$ cat src/rtl/io_dma_pkg.sv
// Shared types and constants for the I/O DMA master: FSM state encoding,
// word size and the address bit that selects I/O space over data memory.
package io_dma_pkg;

  typedef enum logic [1:0] {
    IDLE   = 2'd0,
    READ   = 2'd1,
    WRITE  = 2'd2,
    FINISH = 2'd3
  } dma_state_e;

  localparam int unsigned WORD_BYTES   = 4;
  localparam int unsigned IO_SPACE_BIT = 7;

  localparam logic [31:0] ALIGN_MASK = ~32'(WORD_BYTES - 1);

  function automatic logic [31:0] word_align(input logic [31:0] a);
    return a & ALIGN_MASK;
  endfunction

endpackage

$ cat src/rtl/io_dma_addr_gen.sv
// Source/destination word pointers and remaining-word counter for the DMA
// master; load captures a new transfer, step retires one word.
module io_dma_addr_gen
  import io_dma_pkg::*;
#(
  parameter int unsigned LEN_W = 6
) (
  input  logic             clock,
  input  logic             reset,
  input  logic             load,
  input  logic             step,
  input  logic [31:0]      src_in,
  input  logic [31:0]      dst_in,
  input  logic [LEN_W-1:0] len_in,
  output logic [31:0]      src_ptr,
  output logic [31:0]      dst_ptr,
  output logic             last
);

  logic [31:0]      src_q, src_d;
  logic [31:0]      dst_q, dst_d;
  logic [LEN_W-1:0] cnt_q, cnt_d;

  always_comb begin
    src_d = src_q;
    dst_d = dst_q;
    cnt_d = cnt_q;
    if (load) begin
      src_d = word_align(src_in);
      dst_d = word_align(dst_in);
      cnt_d = len_in;
    end else if (step) begin
      // 32-bit adds wrap through the top of the address space silently
      src_d = src_q + 32'(WORD_BYTES);
      dst_d = dst_q + 32'(WORD_BYTES);
      cnt_d = cnt_q - LEN_W'(1);
    end
  end

  always_ff @(posedge clock) begin
    if (reset) begin
      src_q <= '0;
      dst_q <= '0;
      cnt_q <= '0;
    end else begin
      src_q <= src_d;
      dst_q <= dst_d;
      cnt_q <= cnt_d;
    end
  end

  assign src_ptr = src_q;
  assign dst_ptr = dst_q;
  assign last    = (cnt_q == LEN_W'(1));

endmodule

$ cat src/rtl/io_dma_master.sv
// Word-copy DMA master: READ/WRITE ping-pong over a single bus port.
// Optional constant-fill mode is built in when IO_DMA_FILL_EN is defined.
module io_dma_master
  import io_dma_pkg::*;
#(
  parameter int unsigned LEN_W = 6
) (
  input  logic             clock,
  input  logic             reset,
  input  logic             start,
  input  logic             abort,
  input  logic [31:0]      src_addr,
  input  logic [31:0]      dst_addr,
  input  logic [LEN_W-1:0] len,
`ifdef IO_DMA_FILL_EN
  input  logic             fill,
  input  logic [31:0]      fill_value,
`endif
  output logic [31:0]      addr,
  output logic [31:0]      datain,
  output logic             we,
  input  logic [31:0]      dataout,
  output logic             busy,
  output logic             done,
  output logic             aborted
);

  dma_state_e  state_q, state_d;
  logic [31:0] hold_q, hold_d;
  logic        aborted_q, aborted_d;
  logic        load, step, last;
  logic [31:0] src_ptr, dst_ptr;
  logic        fill_now, fill_active;
  logic [31:0] fill_word;

`ifdef IO_DMA_FILL_EN
  logic        fill_q, fill_d;
  logic [31:0] fill_value_q, fill_value_d;

  always_comb begin
    fill_d       = fill_q;
    fill_value_d = fill_value_q;
    if (state_q == IDLE && start) begin
      fill_d       = fill;
      fill_value_d = fill_value;
    end
  end

  always_ff @(posedge clock) begin
    if (reset) begin
      fill_q       <= 1'b0;
      fill_value_q <= '0;
    end else begin
      fill_q       <= fill_d;
      fill_value_q <= fill_value_d;
    end
  end

  assign fill_now    = fill;
  assign fill_active = fill_q;
  assign fill_word   = fill_value_q;
`else
  assign fill_now    = 1'b0;
  assign fill_active = 1'b0;
  assign fill_word   = '0;
`endif

  io_dma_addr_gen #(
    .LEN_W (LEN_W)
  ) u_addr_gen (
    .clock   (clock),
    .reset   (reset),
    .load    (load),
    .step    (step),
    .src_in  (src_addr),
    .dst_in  (dst_addr),
    .len_in  (len),
    .src_ptr (src_ptr),
    .dst_ptr (dst_ptr),
    .last    (last)
  );

  // Next-state, pointer control and holding-register capture
  always_comb begin
    state_d   = state_q;
    hold_d    = hold_q;
    aborted_d = 1'b0;
    load      = 1'b0;
    step      = 1'b0;
    unique case (state_q)
      IDLE: begin
        if (start) begin
          if (len != '0) begin
            load    = 1'b1;
            state_d = fill_now ? WRITE : READ;
          end else begin
            state_d = FINISH;
          end
        end
      end
      READ: begin
        if (abort) begin
          aborted_d = 1'b1;
          state_d   = IDLE;
        end else begin
          hold_d  = dataout;
          state_d = WRITE;
        end
      end
      WRITE: begin
        if (abort) begin
          aborted_d = 1'b1;
          state_d   = IDLE;
        end else begin
          step    = 1'b1;
          state_d = last ? FINISH : (fill_active ? WRITE : READ);
        end
      end
      FINISH: state_d = IDLE;
      default: state_d = IDLE;
    endcase
  end

  always_ff @(posedge clock) begin
    if (reset) begin
      state_q   <= IDLE;
      hold_q    <= '0;
      aborted_q <= 1'b0;
    end else begin
      state_q   <= state_d;
      hold_q    <= hold_d;
      aborted_q <= aborted_d;
    end
  end

  // Bus outputs decode from state; abort and reset gate we in the same cycle
  always_comb begin
    addr    = '0;
    datain  = '0;
    we      = 1'b0;
    busy    = 1'b0;
    done    = (state_q == FINISH);
    aborted = aborted_q;
    unique case (state_q)
      READ: begin
        busy = 1'b1;
        addr = src_ptr;
      end
      WRITE: begin
        busy   = 1'b1;
        addr   = dst_ptr;
        datain = fill_active ? fill_word : hold_q;
        we     = ~abort & ~reset;
      end
      default: ;
    endcase
  end

endmodule

$ cat config.mk
export PLATFORM = sky130hd
export DESIGN_NAME = io_dma_master
export DESIGN_NICKNAME = d
export VERILOG_FILES = /design/src/rtl/io_dma_pkg.sv /design/src/rtl/io_dma_addr_gen.sv /design/src/rtl/io_dma_master.sv
export SDC_FILE = /design/constraint.sdc
export NUM_CORES = 1
export LEC_CHECK = 0
export ABC_AREA = 0
export ABC_CLOCK_PERIOD_IN_PS = 1900
export BUFFER_PORTS_ARGS = -buffer_cell sky130_fd_sc_hd__buf_2
export CORE_ASPECT_RATIO = 2
export CORE_MARGIN = 2
export CORE_UTILIZATION = 45
export CTS_BUF_LIST = sky130_fd_sc_hd__clkbuf_4 sky130_fd_sc_hd__clkbuf_8
export CTS_CLUSTER_SIZE = 25
export DETAILED_ROUTE_END_ITERATION = 16
export PLACE_DENSITY = 0.82
export SKIP_CTS_REPAIR_TIMING = 1
export SYNTH_ARGS = -nofsm -noshare
export SYNTH_HDL_FRONTEND = slang
export SYNTH_SLANG_ARGS = --single-unit
$ cat constraint.sdc
create_clock -name clock -period 1.9 [get_ports clock]
set_clock_uncertainty 0.1 [all_clocks]
set_input_delay 0.19 -clock clock [delete_from_list [all_inputs] [get_ports clock]]
set_output_delay 0.19 -clock clock [all_outputs]
set_load 0.005 [all_outputs]
Yosys cells after proc, flatten, opt, wreduce, memory -nomap -nowiden
Cells that the tools add are included.
Widths: inputs -> output; s select.
{ "op_classes": {"mux": 22, "addsub": 3, "n_reduce_logical": 7, "n_bitwise": 4, "eq_ne": 5} }
{ "op_table": {"columns": ["op", "n"], "rows": [
  ["$mux 32", 5],
  ["$add 32x3->32 const B", 2],
  ["$pmux 32 s2", 1],
  ["$mux 6", 2],
  ["$mux 2", 5],
  ["$mux 1", 8],
  ["$pmux 2 s4", 1],
  ["$eq 6x1->1 const B", 1],
  ["$reduce_bool 6->1", 1],
  ["$reduce_or 2->1", 3],
  ["$sub 6x1->6 const B", 1],
  ["$eq 2x2->1 const B", 2],
  ["$not 1->1", 3],
  ["$eq 2x1->1 const B", 1],
  ["$logic_not 2->1", 1],
  ["$ne 2x2->1 const B", 1],
  ["$reduce_and 2->1", 1],
  ["$reduce_bool 2->1", 1],
  ["$and 1x1->1", 1]
]} }
{ "word_totals": {"in_bits": 106, "register_bits": 105, "elab_cells": 49, "out_inout_bits": 68} }

Depth between registers and ports, before layout
Gate-level depths: netlist of the first run.
{ "depth": {"depth_word": 5, "mapped_depth": 9, "ltp_nobuf": 7} }

Modules after synthesis
Synthesis of the first run repeated with hierarchy kept, for this count alone.
{ "hier_totals": {"hier_cells": 781, "area_unflattened_um2": 6014.5} }
{ "by_module_without_submodules": {"columns": ["mod", "n_inst", "cells_per_inst", "area_each_um2", "seq_area_each_um2"], "rows": [
  ["io_dma_addr_gen", 1, 506, 3972.6, 1321.3],
  ["io_dma_master", 1, 275, 2042.0, 700.7]
]} }

Worst setup path before layout of the first run
No wires, ideal clock.
{ "synth_timing": {"path_type": "reg2reg", "start": "register state_q[0]", "end": "register u_addr_gen.src_q[31] (netlist: u_addr_gen.src_ptr[31])", "stages_incl_launch_ff": 9, "arrival_time_ps": 1819, "n_path_buf": 2, "path_slack_ps": -148, "required_time_ps": 1671, "path_cell_list": "dfxtp_1 > inv_1 > ha_1 > buf_2 > and4b_1 > clkbuf_1 > nand4_1 > a2111oi_0 > o21ai_1"} }
{ "synth_via": {"elab_chain_len": 3, "elab_cells_between_ends": 6, "cone_classes": "1 x eq/ne; 3 x mux; 2 x reduce/logical"} }
{ "synth_lines": {"columns": ["element", "line", "rtl"], "rows": [
  ["start, declared", "io_dma_master.sv:28", "dma_state_e state_q, state_d;"],
  ["start signal, assigned", "io_dma_master.sv:130", "state_q <= state_d;"],
  ["$eq 2x2->1 / $logic_not 2->1 (equally long branches)", "io_dma_master.sv:90", "unique case (state_q)"],
  ["$mux 1", "io_dma_master.sv:90", null],
  ["$reduce_bool 2->1 (no line) / $mux 32 (equally long branches)", null, null],
  ["end signal, assigned", "io_dma_addr_gen.sv:46", "src_q <= src_d;"],
  ["end, declared", "io_dma_addr_gen.sv:20", "logic [31:0] src_q, src_d;"]
]} }
Several ways; a longest one is shown, not always the timed one.
A chain may end at the register's enable or synchronous reset.

Final worst setup path of the first run
{ "layout_timing": {"start": "register state_q[0]", "end": "register u_addr_gen.dst_q[15] (netlist: u_addr_gen.dst_ptr[15])"} }
{ "layout_via": {"elab_chain_len": 3, "elab_cells_between_ends": 6, "cone_classes": "1 x eq/ne; 3 x mux; 2 x reduce/logical"} }
{ "layout_lines": {"columns": ["element", "line", "rtl"], "rows": [
  ["$eq 2x2->1 / $logic_not 2->1 (equally long branches)", "io_dma_master.sv:90", null],
  ["$mux 1", "io_dma_master.sv:90", null],
  ["$reduce_bool 2->1 (no line) / $mux 32 (equally long branches)", null, null],
  ["end signal, assigned", "io_dma_addr_gen.sv:47", "dst_q <= dst_d;"],
  ["end, declared", "io_dma_addr_gen.sv:21", "logic [31:0] dst_q, dst_d;"]
]} }
Several ways; a longest one is shown, not always the timed one.

==> results.rst, run 1 <==
.. list-table::
   :header-rows: 1

   * - Metric
     - Value
   * - Initial core utilization
     - 0.4556
   * - Post-route setup TNS
     - -7.491 ns
   * - Most instantiated library cell after synthesis
     - sky130_fd_sc_hd__dfxtp_1
   * - CTS H-Tree Depth
     - 3
   * - CP endpoint kind
     - flip-flop
   * - Worst setup margin
     - -0.2248 ns
   * - Distinct cell type count of the synthesized netlist
     - 46
   * - Clock-pin transition on the worst setup and hold timing paths
     - 0.11 ns
   * - Maximum number of pins on one net before global-route repair
     - 39
   * - Maximum net fanout on the critical path
     - 6
   * - Die area
     - 13530 sq um
   * - Buffers on Ports
     - 167
   * - First-pass iteration count of the detailed router
     - 7
   * - Cell area after synthesis
     - 5654 sq um
   * - Post-detailed-route count of antenna-violating nets
     - 0
   * - Number of synthesized flops with an enable pin
     - 0
   * - Total number of vias
     - 6604
   * - Post-DP HPWL
     - 12.28 mm
   * - Peak ir drop on the vdd network
     - 0.5473 mV
   * - Dominant combinational cell family by area after synthesis
     - simple AND/OR/NAND/NOR gates
   * - Fraction of registers with async set/reset
     - 0
   * - DRT iter0 DRCs
     - 489
   * - Root cell of the clock tree
     - sky130_fd_sc_hd__clkbuf_8
   * - Aggregate global routing overflow
     - 0
   * - Compound-gate portion of the synthesized area
     - 0.1848
   * - # rows
     - 58
   * - Number of antenna violations at the first check in global routing
     - 0
   * - Category of the worst setup path launch point
     - flip-flop
   * - Post-Syn Instances
     - 710
   * - Count of warnings emitted by yosys
     - 0
   * - Total DRC errors in the routed layout
     - 0
   * - Detailed-route wire length per cell
     - 18.72 um
   * - Wire length of the first global-routing pass
     - 25.91 mm
   * - Area added between synthesis and finish
     - 55.41%
   * - Largest buffer count on any clock path
     - 2
   * - Final cycle utilization of the critical path
     - 1.118
   * - Area share of the largest cell type after synthesis
     - 0.3576
   * - Clk sinks
     - 101
   * - Combined flip-flop and latch cell area
     - 2034 sq um
   * - Layout cells sized above 1
     - 0.4164
   * - Most common flop cell mapped by yosys
     - sky130_fd_sc_hd__dfxtp_1
   * - Number of endpoints failing setup at the final stage
     - 91
   * - Portion of the post-synthesis area used by sequential elements
     - 0.3576
   * - Height of the die
     - 162.5 um
   * - Insertion delay of the later-clocked pin in the worst-skew pair
     - 0.37 ns
   * - Final weighted congestion of routability-driven global placement
     - 0.9537
   * - Area contributors post-synth
     - sky130_fd_sc_hd__dfxtp_1, sky130_fd_sc_hd__nand2_1, sky130_fd_sc_hd__xnor2_1
   * - Commonest cells in the netlist
     - sky130_fd_sc_hd__dfxtp_1, sky130_fd_sc_hd__nand2_1, sky130_fd_sc_hd__nor2_1
   * - Worst hold margin
     - -0.007595 ns
   * - Highest attainable clock frequency
     - 470.6 MHz
   * - Avg Inst Size Synth
     - 7.964 sq um
   * - Count of antenna diodes in the layout
     - 0
   * - Top-level I/O count
     - 174
   * - CTS buffer count
     - 9
   * - Leakage power summed over all cells
     - 3.671 nW
   * - Cell type contributing the most total cell area after synthesis
     - sky130_fd_sc_hd__dfxtp_1
   * - Routed via count divided by cell count
     - 5.870
   * - Critical path required time
     - 2.08 ns
   * - Unrepaired setup endpoints after global routing
     - true
   * - Final Net Count
     - 1085
   * - Final max-slew violation count
     - 0
   * - Xor/xnor share of the synthesized area
     - 0.08674
   * - Result of the run
     - complete, but fails checks
   * - X dimension of the die
     - 83.26 um
   * - Adder and majority cell fraction of the synthesized area
     - 0.01992
   * - Register bit count reported by yosys
     - 101
   * - Core ar.
     - 12410 sq um
   * - Total detailed-routing wirelength
     - 21.06 mm
   * - Violations in the final reports
     - negative hold slack, negative setup slack
   * - Mux contribution to synthesized area
     - 0
   * - P per Cell Area
     - 830.3 nW/um^2
   * - WS Path Type
     - flip-flop to flip-flop
   * - Filler instances
     - 878
   * - Multi-input gate area
     - 4108 sq um
   * - Setup slack after placement
     - -0.1987 ns
   * - Number of maximum-capacitance violations
     - 0
   * - Number of global-route vias before repair
     - 5467
   * - Hold Crit Class
     - primary input to flip-flop
   * - Final hold vios
     - 2
   * - Post-Synth Simple-Gate Area
     - 0.2998
   * - Min cycle time layout
     - 2.125 ns
   * - Data arrival time of the worst path
     - 2.30 ns
   * - TritonCTS clock tree
     - done
   * - Overall Global Routing Usage
     - 0.2332
==> metrics by stage <==
step,hold WS [ns],power [mW],std cells,util,area [sq um]
2_1_floorplan,0.2127,3.896,711,-,5751
3_3_place_gp,0.3232,4.745,1044,0.5767,7157
3_5_place_dp,0.3255,4.810,1044,0.5767,7157
4_1_cts,-0.05929,6.517,1060,0.5972,7411
5_1_grt,0.007835,7.582,1125,0.7081,8787
6_report,-0.007595,7.296,1125,0.7081,8787
==> registers in the layout, indices dropped and copies added, names as in the netlist <==
name	flops
hold_q	32
u_addr_gen.dst_ptr	30
u_addr_gen.src_ptr	30
u_addr_gen.cnt_q	6
state_q	2
aborted	1
==> report_power, final <==
group	switching [mW]	internal [mW]	leakage (nW)	total, mW
Combinational	1.42	1.39	2.71	2.81
Sequential	0.305	2.43	0.834	2.74
Clock	0.781	0.962	0.130	1.74
Total	2.51	4.79	3.67	7.30
==> cell families after synthesis <==
family	after synthesis
simple gates	330
compound gates	144
flops	101
buf+inv	69
xor+xnor	56
fa+ha+maj	9
other cells	1
==> layout make-up <==
cell class	instances	area share
Clock inverter	4	0.01082
Clock buffer	12	0.01808
Inverter	14	0.006408
Timing Repair Buffer	299	0.2443
Sequential cell	101	0.2315
Tap cell	150	0.02136
Multi-Input combinational cell	545	0.4675
==> worst paths after layout <==
kind / startpoint / slack, ns / end / cells after the start
worst max register to register: state_q[0]$_SDFFE_PP0P_ / -0.22 / u_addr_gen.dst_ptr[15]$_SDFFE_PP0P_ / 7
worst max-delay path: state_q[0]$_SDFFE_PP0P_ / -0.22 / u_addr_gen.dst_ptr[15]$_SDFFE_PP0P_ / 7
worst min-delay path: len[1] / -0.008 / u_addr_gen.cnt_q[1]$_SDFFE_PP0P_ / 3
worst min register to register: hold_q[3]$_SDFFE_PP0P_ / 0.35 / hold_q[3]$_SDFFE_PP0P_ / 2
==> cells in the final DEF, fill, tap and decap left out, types with 14 or more instances in the layout <==
cell and count:
sky130_fd_sc_hd__a21oi_1 35, sky130_fd_sc_hd__xor2_1 17, sky130_fd_sc_hd__nand4_1 14, sky130_fd_sc_hd__dfxtp_1 93, sky130_fd_sc_hd__nor2_1 70, sky130_fd_sc_hd__buf_4 69, sky130_fd_sc_hd__xnor2_1 36, sky130_fd_sc_hd__nand2_1 96
sky130_fd_sc_hd__and2_1 33, sky130_fd_sc_hd__a22oi_2 25, sky130_fd_sc_hd__nor2b_4 17, sky130_fd_sc_hd__buf_2 164, sky130_fd_sc_hd__dlygate4sd3_1 43, sky130_fd_sc_hd__nand3_1 18, sky130_fd_sc_hd__a211oi_1 42
==> critical path: stages (launching register included) <==
cell and delay (ns):
sky130_fd_sc_hd__dfxtp_2 0.34, sky130_fd_sc_hd__inv_2 0.05, sky130_fd_sc_hd__ha_2 0.19, sky130_fd_sc_hd__nand4b_1 0.17
sky130_fd_sc_hd__buf_4 0.19, sky130_fd_sc_hd__or3_4 0.38, sky130_fd_sc_hd__or3_1 0.35, sky130_fd_sc_hd__a311oi_1 0.27
==> metal layers <==
metal | share of wire | track usage
met1 | 0.37 | 0.2929
met2 | 0.52 | 0.4003
met3 | 0.076 | 0.03700
met4 | 0.039 | 0.08793
met5 | 0 | 0
No activity file was read; power rests on OpenSTA's default activity.
==> run 2, diff against run 1 <==
--- a/config.mk
+++ b/config.mk
@@ -14,7 +14,7 @@
 export CTS_BUF_LIST = sky130_fd_sc_hd__clkbuf_4 sky130_fd_sc_hd__clkbuf_8
 export CTS_CLUSTER_SIZE = 25
 export DETAILED_ROUTE_END_ITERATION = 16
-export PLACE_DENSITY = 0.82
+export PLACE_DENSITY = 0.75
 export SKIP_CTS_REPAIR_TIMING = 1
 export SYNTH_ARGS = -nofsm -noshare
 export SYNTH_HDL_FRONTEND = slang
==> run 2 against run 1 <==
Compared with the run above: the run still ends with negative hold slack, negative setup slack left; final cell count decreased by 0.18%; highest routed layer unchanged; sequential share of layout area grew 0.091 points; clock power decreased by 26%; register-to-register slack improved by 0.02 ns; critical path type unchanged.
==> results.rst, run 2 (synthesized netlist as in run 1, its figures left out) <==
.. list-table::
   :header-rows: 1

   * - Metric
     - Value
   * - Result of the run
     - complete, but fails checks (unchanged)
   * - Root cell of the clock tree
     - sky130_fd_sc_hd__clkbuf_8 (unchanged)
   * - Commonest cells after routing, fill and taps aside
     - sky130_fd_sc_hd__buf_2, sky130_fd_sc_hd__nand2_1, sky130_fd_sc_hd__dfxtp_1 (unchanged)
   * - Data arrival time of the worst path
     - 2.27 ns (was 2.30 ns)
   * - Top-level I/O count
     - 174 (unchanged)
   * - Worst hold margin
     - -0.007007 ns (was -0.007595 ns)
   * - Post-DP HPWL
     - 11.79 mm (was 12.28 mm)
   * - Die area
     - 13530 sq um (unchanged)
   * - Total detailed-routing wirelength
     - 19.77 mm (was 21.06 mm)
   * - Total DRC errors in the routed layout
     - 0 (unchanged)
   * - Maximum number of pins on one net before global-route repair
     - 51 (was 39)
   * - Depth of the worst register-to-register path
     - 7 (unchanged)
   * - Peak ir drop on the vdd network
     - 0.4574 mV (was 0.5473 mV)
   * - Number of flip-flops under the largest register name
     - 32 (unchanged)
   * - Height of the die
     - 162.5 um (unchanged)
   * - Final cycle utilization of the critical path
     - 1.105 (was 1.118)
   * - Final Net Count
     - 1084 (was 1085)
   * - Final hold vios
     - 4 (was 2)
   * - Terminus of the critical flop-to-flop path
     - u_addr_gen.dst_ptr[15]$_SDFFE_PP0P_ (unchanged)
   * - Number of endpoints failing setup at the final stage
     - 50 (was 91)
   * - Capture endpoint of the worst hold path
     - u_addr_gen.src_ptr[7]$_SDFFE_PP0P_ (was u_addr_gen.cnt_q[1]$_SDFFE_PP0P_)
   * - Layout cells sized above 1
     - 0.4152 (was 0.4164)
   * - Buffers on Ports
     - 167 (unchanged)
   * - Overall power after layout
     - 6.845 mW (was 7.296 mW)
   * - Hold Crit Class
     - primary input to flip-flop (unchanged)
   * - Clock-pin transition on the worst setup and hold timing paths
     - 0.10 ns (was 0.11 ns)
   * - X dimension of the die
     - 83.26 um (unchanged)
   * - Reg2reg start
     - state_q[0]$_SDFFE_PP0P_ (unchanged)
   * - P per Cell Area
     - 781.1 nW/um^2 (was 830.3 nW/um^2)
   * - Category of the worst setup path launch point
     - flip-flop (unchanged)
   * - Filler instances
     - 894 (was 878)
   * - Dpl cell area
     - 7084 sq um (was 7157 sq um)
   * - Critical path required time
     - 2.07 ns (was 2.08 ns)
   * - Post-detailed-route count of antenna-violating nets
     - 0 (unchanged)
   * - Aggregate global routing overflow
     - 0 (unchanged)
   * - Headroom to the max-slew limit
     - 0.6494
   * - CTS H-Tree Depth
     - 3 (unchanged)
   * - Leakage power summed over all cells
     - 3.643 nW (was 3.671 nW)
   * - Slowest cell on the critical path
     - sky130_fd_sc_hd__or3_4 (unchanged)
   * - Routed via count divided by cell count
     - 5.611 (was 5.870)
   * - List of cells traversed by the critical path
     - inv_2, ha_4, nand4b_1, or3_4, buf_6, or3_1, a311oi_1 (was inv_2, ha_2, nand4b_1, buf_4, or3_4, or3_1, a311oi_1)
   * - Wire length of the first global-routing pass
     - 25.21 mm (was 25.91 mm)
   * - Area added between synthesis and finish
     - 54.99% (was 55.41%)
   * - Detailed-route wire length per cell
     - 17.61 um (was 18.72 um)
   * - Count of antenna diodes in the layout
     - 0 (unchanged)
   * - Final max-slew violation count
     - 0 (unchanged)
   * - Register-to-register path setup slack
     - -0.20 ns (was -0.22 ns)
   * - CP endpoint kind
     - flip-flop (unchanged)
   * - Worst setup margin
     - -0.1999 ns (was -0.2248 ns)
   * - Largest register by flop count
     - hold_q (unchanged)
   * - Number of maximum-capacitance violations
     - 0 (unchanged)
   * - Insertion delay of the later-clocked pin in the worst-skew pair
     - 0.38 ns (was 0.37 ns)
   * - DRT iter0 DRCs
     - 434 (was 489)
   * - Final weighted congestion of routability-driven global placement
     - 0.9018 (was 0.9537)
   * - Share of the core filled with cells in the final layout
     - 0.7062 (was 0.7081)
   * - Clk sinks
     - 101 (unchanged)
   * - Post-Layout Inst Area
     - 8763 sq um (was 8787 sq um)
   * - Unrepaired setup endpoints after global routing
     - true (unchanged)
   * - Initial core utilization
     - 0.4556 (unchanged)
   * - Core ar.
     - 12410 sq um (unchanged)
   * - Startpoint of the most critical hold path
     - src_addr[7] (was len[1])
   * - First-pass iteration count of the detailed router
     - 5 (was 7)
   * - Most common cell after layout, fill and taps aside
     - sky130_fd_sc_hd__buf_2 (unchanged)
   * - Number of global-route vias before repair
     - 5285 (was 5467)
   * - Min cycle time layout
     - 2.100 ns (was 2.125 ns)
   * - TritonCTS clock tree
     - done (unchanged)
   * - Total number of vias
     - 6301 (was 6604)
   * - Instance count along the most critical hold path
     - 3 (unchanged)
   * - # rows
     - 58 (unchanged)
   * - WS Path Type
     - flip-flop to flip-flop (unchanged)
   * - Worst Tran Pin Value
     - 0.5258 ns
   * - CTS buffer count
     - 9 (unchanged)
   * - Overall Global Routing Usage
     - 0.2264 (was 0.2332)
   * - Largest buffer count on any clock path
     - 2 (unchanged)
   * - Maximum net fanout on the critical path
     - 6 (unchanged)
   * - Highest attainable clock frequency
     - 476.2 MHz (was 470.6 MHz)
   * - Number of antenna violations at the first check in global routing
     - 0 (unchanged)
   * - Longest individual stage delay on the worst path
     - 0.42 ns (was 0.38 ns)
   * - Violations in the final reports
     - negative hold slack, negative setup slack (unchanged)
==> run 2: cell count changes in the layout (fill, tap and decap cells not counted), moves of 4 or more <==
| cell | before | now |
|---|---|---|
| sky130_fd_sc_hd__and2_1 | 33 | 22 |
| sky130_fd_sc_hd__and2_4 | 0 | 11 |
| sky130_fd_sc_hd__buf_2 | 164 | 158 |
| sky130_fd_sc_hd__buf_4 | 69 | 62 |
| sky130_fd_sc_hd__buf_6 | 12 | 28 |
| sky130_fd_sc_hd__dlygate4sd3_1 | 43 | 38 |
| sky130_fd_sc_hd__nor2b_1 | 8 | 12 |
| sky130_fd_sc_hd__nor2b_4 | 17 | 13 |
==> run 2: area by class of cell <==
cell class              count  area (sq um)  area share
repair buffers            301          2282      0.2604
well taps                 150         187.7     0.02142
multi-input cells         542          4023      0.4590
flip-flops and latches    101          2037      0.2324
inverters                  14         57.56    0.006568
clock inverters             3         23.77    0.002713
clock buffers              12         152.6     0.01742
==> run 2: per-stage QoR <==
| step | std cells | setup TNS [ns] | worst slack, ns |
|---|---|---|---|
| 6_report | 1123 | -2.911 | -0.1999 |
| 5_1_grt | 1123 | -8.000 | -0.2483 |
| 4_1_cts | 1051 | -7.701 | -0.2245 |
| 3_5_place_dp | 1036 | -2.410 | -0.1766 |
| 3_3_place_gp | 1036 | -0.9969 | -0.09958 |
| 2_1_floorplan | 711 | -0.3937 | -0.03562 |
==> run 2: critical path: cells and delay by family, from the launching register on <==
family                   cells  cell delay (ns)
AND/OR/NAND/NOR              3             0.91
buffers and inverters        2             0.22
flip-flops                   1             0.33
AO/OA/AOI/OAI                1             0.28
adder cells (fa/ha/maj)      1             0.17
==> run 2: report_power, final <==
part	leakage [nW]	total (mW)	switching, mW	internal, mW
sequential	0.834	2.74	0.303	2.43
clock	0.0855	1.29	0.751	0.538
combinational	2.72	2.82	1.40	1.42
==> run 2: worst max path at each step <==
stage                                                  start                             endpoint  slack [ns]  cells after the start
after detailed placement             state_q[0]$_SDFFE_PP0P_  u_addr_gen.dst_ptr[23]$_SDFFE_PP0P_       -0.18                      8
after CTS                            state_q[1]$_SDFFE_PP0P_                             addr[15]       -0.22                      7
after global placement               state_q[0]$_SDFFE_PP0P_  u_addr_gen.dst_ptr[29]$_SDFFE_PP0P_        -0.1                      8
after floorplan           u_addr_gen.src_ptr[4]$_SDFFE_PP0P_  u_addr_gen.src_ptr[20]$_SDFFE_PP0P_       -0.04                      7
after global routing                 state_q[0]$_SDFFE_PP0P_  u_addr_gen.dst_ptr[15]$_SDFFE_PP0P_       -0.25                      7
final                                state_q[0]$_SDFFE_PP0P_  u_addr_gen.dst_ptr[15]$_SDFFE_PP0P_       -0.20                      7
==> run 2: routing by layer <==
layer | GRT usage | vias up | share of wire
met2 | 0.3871 | 275 | 0.52
met5 | 0 | - | 0
met4 | 0.07303 | 0 | 0.033
met3 | 0.04156 | 57 | 0.063
li1 | - | 3003 | -
met1 | 0.2872 | 2966 | 0.39
